**config.mk**
```make
export PLATFORM = sky130hd
export DESIGN_NAME = reset_sequencer
export DESIGN_NICKNAME = d
export VERILOG_FILES = /design/src/rtl/reset_sequencer.sv
export SDC_FILE = /design/constraint.sdc
export NUM_CORES = 1
export LEC_CHECK = 0
export CAP_MARGIN = 20
export CORE_MARGIN = 3
export CORE_UTILIZATION = 40
export CTS_CLUSTER_DIAMETER = 30
export DETAILED_ROUTE_END_ITERATION = 10
export SLEW_MARGIN = 20
export SYNTH_ARGS = -nofsm -noshare
export SYNTH_HDL_FRONTEND = slang
export SYNTH_SLANG_ARGS = --single-unit
```
**constraint.sdc**
```tcl
create_clock -name clock -period 4 [get_ports clock]
set_input_delay 0.8 -clock clock [delete_from_list [all_inputs] [get_ports clock]]
set_output_delay 0.8 -clock clock [all_outputs]
set_load 0.01 [all_outputs]
```
**src/rtl/reset_sequencer.sv**
```systemverilog
// ============================================================================
// Module      : reset_sequencer
// Description : PLL-lock-qualified staged reset release (SDRAM, then core).
// Revision    : 1.0 - initial release
// ============================================================================
`default_nettype none

module reset_sequencer #(
    parameter int LOCK_FILTER    = 16,
    parameter int HOLD_CYCLES    = 1024,
    parameter int STAGGER_CYCLES = 64
) (
    input  logic       clock,
    input  logic       reset,
    input  logic       pll_lock,
    input  logic       soft_reset_req,
    output logic       rst_sdram,
    output logic       rst_core,
    output logic       ready,
    output logic [1:0] state,
    output logic [7:0] lock_lost_count
);

    localparam logic [1:0] WAIT_LOCK = 2'd0;
    localparam logic [1:0] HOLD      = 2'd1;
    localparam logic [1:0] STAGGER   = 2'd2;
    localparam logic [1:0] RUN       = 2'd3;

    localparam logic [15:0] LOCK_MAX     = 16'(LOCK_FILTER);
    localparam logic [15:0] HOLD_LAST    = 16'(HOLD_CYCLES - 1);
    localparam logic [15:0] STAGGER_LAST = 16'(STAGGER_CYCLES - 1);

    logic        sync_meta;
    logic        lock_s;
    logic [15:0] filter_cnt;
    logic [15:0] filter_next;
    logic        locked_f;
    logic [15:0] phase_cnt;
    logic [15:0] phase_next;
    logic [1:0]  state_next;
    logic [7:0]  count_next;

    always_comb begin
        filter_next = 16'd0;
        if (lock_s) begin
            filter_next = (filter_cnt == LOCK_MAX) ? filter_cnt : filter_cnt + 16'd1;
        end
    end

    // Loss handling is checked first in every locked state so it beats soft_reset_req.
    always_comb begin
        state_next = state;
        phase_next = phase_cnt;
        count_next = lock_lost_count;
        case (state)
            WAIT_LOCK: begin
                if (locked_f) begin
                    state_next = HOLD;
                    phase_next = 16'd0;
                end
            end
            HOLD: begin
                if (!locked_f) begin
                    state_next = WAIT_LOCK;
                end else if (soft_reset_req) begin
                    phase_next = 16'd0;
                end else if (phase_cnt == HOLD_LAST) begin
                    state_next = STAGGER;
                    phase_next = 16'd0;
                end else begin
                    phase_next = phase_cnt + 16'd1;
                end
            end
            STAGGER: begin
                if (!locked_f) begin
                    state_next = WAIT_LOCK;
                end else if (soft_reset_req) begin
                    state_next = HOLD;
                    phase_next = 16'd0;
                end else if (phase_cnt == STAGGER_LAST) begin
                    state_next = RUN;
                    phase_next = 16'd0;
                end else begin
                    phase_next = phase_cnt + 16'd1;
                end
            end
            RUN: begin
                if (!locked_f) begin
                    state_next = WAIT_LOCK;
                    if (lock_lost_count != 8'hFF) begin
                        count_next = lock_lost_count + 8'd1;
                    end
                end else if (soft_reset_req) begin
                    state_next = HOLD;
                    phase_next = 16'd0;
                end
            end
            default: begin
                state_next = WAIT_LOCK;
                phase_next = 16'd0;
            end
        endcase
    end

    // Outputs are registered from the next state so they change on the transition edge.
    always_ff @(posedge clock) begin
        if (reset) begin
            sync_meta       <= 1'b0;
            lock_s          <= 1'b0;
            filter_cnt      <= 16'd0;
            locked_f        <= 1'b0;
            phase_cnt       <= 16'd0;
            state           <= WAIT_LOCK;
            lock_lost_count <= 8'd0;
            rst_sdram       <= 1'b1;
            rst_core        <= 1'b1;
            ready           <= 1'b0;
        end else begin
            sync_meta       <= pll_lock;
            lock_s          <= sync_meta;
            filter_cnt      <= filter_next;
            locked_f        <= (filter_next == LOCK_MAX);
            phase_cnt       <= phase_next;
            state           <= state_next;
            lock_lost_count <= count_next;
            rst_sdram       <= (state_next == WAIT_LOCK) || (state_next == HOLD);
            rst_core        <= (state_next != RUN);
            ready           <= (state_next == RUN);
        end
    end

endmodule

`default_nettype wire

```
# Word level (Yosys, flattened, before mapping)
# Cells that the tools add are included.
# word_totals
ff_bits	48
input_bits	4
out_inout_bits	13
wordCells	57
# classes
add_sub_neg	3
n_eq_ne	16
mux	22
n_bitwise	1
reduce_logical	5
# op_table
cell	count
two-way mux 16 bit	11
case mux 16 bit (4 select lines)	1
adder 16 x 1 -> 16 bit, second input constant	2
equality test 16 x 5 -> 1 bit, second input constant	2
two-way mux 2 bit	9
equality test 16 x 10 -> 1 bit, second input constant	1
equality test 16 x 6 -> 1 bit, second input constant	1
inequality test 2 bit, second input constant	6
adder 8 x 1 -> 8 bit, second input constant	1
inequality test 8 bit, second input constant	1
case mux 2 bit (4 select lines)	1
equality test 2 bit, second input constant	3
AND reduction 5 bit	1
equality test 2 x 1 -> 1 bit, second input constant	2
logical NOT 2 bit	2
AND reduction 3 bit	1
logical OR 1 bit	1
inverter 1 bit	1

# Logic depth before layout (Yosys ltp)
# depth
word_depth	7
ltp_mapped	8
mapped_depth_nobuf	8

# Worst setup path after synthesis
# OpenSTA, ideal clock, no wires.
# synth_timing
path_type	reg-to-reg
from	register state[0]
to	register phase_cnt[15]
setup_ns	0.117
t_arrival_ns	2.045
required_ns	3.883
slack_ns	1.838
stages_incl_launch_ff	9
path_buffers	0
period_less_slack_ns	2.162
cell_sequence	dfxtp_1 > inv_1 > ha_1 > nor4_1 > a21oi_1 > nor4_1 > nand3_1 > xor2_1 > nor2_1
# synth_via
elab_chain_cells	3
word_cells_on_any_way	11
cone_classes	8 x eq/ne; 1 x mux; 2 x reduce/logical
# synth_rtl
element	line	rtl
from (decl)	20	output logic [1:0] state,
from (signal assigned)	124	state <= state_next;
equality test 2 x 1 -> 1 bit, or another cell as far along	55	case (state)
inequality test 2 bit (no line)	--	
AND reduction 5 bit (no line)	--	
to (signal assigned)	123	phase_cnt <= phase_next;
to (decl)	38	logic [15:0] phase_cnt;
# Several ways; a longest one is shown, not always the timed one.
# A chain may end at the register's enable or synchronous reset.

# Worst setup path after layout
# Ends and elaborated chain as after synthesis.

==> summary.md <==
| Metric | Value |
|---|---|
| Unrepaired setup endpoints after global routing | `no` |
| Top delay family on crit path | `simple AND/OR/NAND/NOR gates` |
| Final Hold Viols | `0` |
| Asr flop ratio synth | `0` |
| Root Driver | `clkbuf_8` |
| Final TNS setup | `0 ns` |
| Clock Latency Late Sink | `0.29 ns` |
| CTS Buffer Depth | `2` |
| Warnings from Yosys | `0` |
| GR Overflow Total | `0` |
| Number of flops mapped to enable cells by yosys | `0` |
| Count leader, synth | `nor2_1` |
| Post-cts gate resize count | `0` |
| DRC Markers | `0` |
| Slew @ Worst Pin | `0.557 ns` |
| Setup Buffers After CTS | `0` |
| Final worst path period share | `0.618` |
| Mapped cell area | `2420 um2` |
| Max-slew violations | `0` |
| Post-layout nets | `318` |
| Setup violations, final | `0` |
| CP Max Fanout | `7` |
| Synth top area share | `0.397` |
| FMAX | `0.405 GHz` |
| Cell taking the most area after synthesis | `dfxtp_1` |
| Flops & latches, synth | `48` |
| CP startpoint kind | `register` |
| Crit-path most repeated cell | `nor4_1` |
| CTS Hold Bufs | `0` |
| MaxCap Viol Count | `0` |
| Vias in the first global route | `1760` |
| Area grow syn2layout | `12.9%` |
| Syn Area/Cell | `8.30 um2` |
| Die height | `83.8 um` |
| Min Tclk post-route | `2.47 ns` |
| CP cell instances | `inv_1 > ha_1 > nor4_1 > a21oi_1 > nor4_1 > nand3_1 > xor2_1 > nor2_1` |
| Critical path's slowest cell | `nor4_1` |
| Critical path endpoint category | `register` |
| Most common flop cell mapped by yosys | `dfxtp_1` |
| Final ANT Viol Nets | `0` |
| Top post-synthesis cells by area | `dfxtp_1 (40%), nor2_1 (9.5%), xor2_1 (7.2%), xnor2_1 (5.8%), ha_1 (4.6%)` |
| Critical path class | `register to register` |
| # fillers | `574` |
| H-tree levels | `2` |
| Distinct cells, synth | `45` |
| Clock sinks | `between 40 and 50` |
| Die X | `about 84 um` |
| # rows | `27` |
| Number of cells produced by synthesis | `a little under 300` |
| Worst-path clk slew | `roughly 0.090 ns` |
| Largest net degree at the start of global routing | `19` |
| GPL Wtd Cong | `just under 0.8` |
| # diodes | `0` |
| Wire per inst | `approximately 12 um` |
| Setup Skew | `0.0103 ns` |
| Via/cell ratio | `5.06` |
| Hold/Removal Path Class | `register to register` |
| Syn Nets | `~310` |
| Leak | `0.000954 uW` |
| Cts bufs inserted | `5` |
| Pwr dens | `308 nW/um2` |
| Synth cell count leaders | `nor2_1 (61), dfxtp_1 (48), nand2_1 (24), xor2_1 (20), nand3_1 (17)` |
| I/O pins | `17` |
| Full die area | `roughly 7000 um2` |
| CP max stage delay | `0.56 ns` |
| Register area share after synthesis | `0.397` |
| VDD IR-drop max | `~0.17 mV` |
| WHS | `0.445 ns` |
| Via count | `1911` |
| First-pass GRT wire length | `8280 um` |
| Layout cells sized above 1 | `0.0490` |
| DR pass1 iterations | `4` |
| DP Wirelength | `3370 um` |
| Total core area | `around 5700 um2` |
| Worst EP arrival | `2.64 ns` |
| Rel. slew slack | `0.624` |
| CTS tree | `yes` |
| Critical Path RT | `4.17 ns` |
| Worst path bufs/invs | `1` |
| Initial antenna violation count | `0` |
| Port Buffers | `16` |
| Status | `finished, final reports clean` |
| GRT Util Overall | `0.141` |
| DRT iter0 DRCs | `between 70 and 80` |
| Initial core utilization | `0.427` |
| Final WL | `4590 um` |
-- sequential cells by signal, summed over array words and instances, names as in the netlist, 2 cells and up --
signal           count
phase_cnt           16
lock_lost_count      8
filter_cnt          16
state                2
-- layout make-up --
cell class,count,area (um2),share of cell area
clock buffer,5,68.8,0.0252
clock inverter,3,42.5,0.0156
inverter,11,41.3,0.0151
multi-input combinational,222,1360,0.498
sequential,48,961,0.351
tap,72,90.1,0.0330
timing repair buffer,17,168,0.0613
-- power breakdown --
group / switching [uW] / leakage (uW) / total, uW / internal (uW)
Clock: 163 / 0.0000541 / 348 / 185
Combinational: 9.13 / 0.000513 / 14.7 / 5.54
Sequential: 1.24 / 0.000387 / 480 / 479
Total: 174 / 0.000954 / 843 / 669
-- worst paths after layout --
check             from  slack [ns]  depth (start not counted)            end
max           state[0]        1.53                          8  phase_cnt[15]
min          sync_meta        0.45                          1         lock_s
max reg2reg   state[0]        1.53                          8  phase_cnt[15]
min reg2reg  sync_meta        0.45                          1         lock_s
-- worst reg2reg max path, delay by kind of cell, from the launching register on --
family	cells	cell delay, ns
AOI/OAI and AO/OA	1	0.19
xor gates and xnor gates	1	0.17
adders and majority gates	1	0.27
buffers and inverters	1	0.13
DFF	1	0.47
and+or+nand+nor	4	1.12
-- layout by cell type (no fill, tap or decap), types with 5 or more instances in the layout --
master	instances
inv_1	11
dfxtp_1	48
xor2_1	20
clkbuf_8	5
nand2_1	24
xnor2_1	16
nor4_1	7
a21oi_1	6
nand3_1	17
and3_1	5
ha_1	9
nor3_1	6
clkdlybuf4s50_1	16
nand4_1	7
nor2_1	61
-- stage by stage --
stage / setup WS (ns) / utilization / power (uW) / std cells / area (um2)
6_report: 1.53 / 0.482 / 843 / 378 / 2730
5_1_grt: 1.24 / 0.482 / 886 / 378 / 2730
4_1_cts: 1.53 / 0.482 / 854 / 378 / 2730
3_5_place_dp: 1.21 / 0.462 / 506 / 370 / 2620
3_3_place_gp: 1.28 / 0.462 / 506 / 370 / 2620
2_1_floorplan: 1.84 / - / 499 / 292 / 2420
-- logic make-up after synthesis --
logic type	Yosys count	share of synthesized area
adders and majority gates	9	0.0465
DFF	48	0.397
AOI/OAI and AO/OA	25	0.0734
xor gates and xnor gates	36	0.130
muxes	3	0.0139
and+or+nand+nor	149	0.299
buffers and inverters	22	0.0408
-- per-layer routing --
layer | track usage | part of all wire | wire length, um
met1 | 0.204 | 0.55 | 2500
met2 | 0.204 | 0.42 | 1930
met3 | 0.0434 | 0.029 | 132
met4 | 0.0307 | 0.0052 | 24
met5 | 0 | 0 | 0
Note: power is estimated with default switching activity, not from simulation.
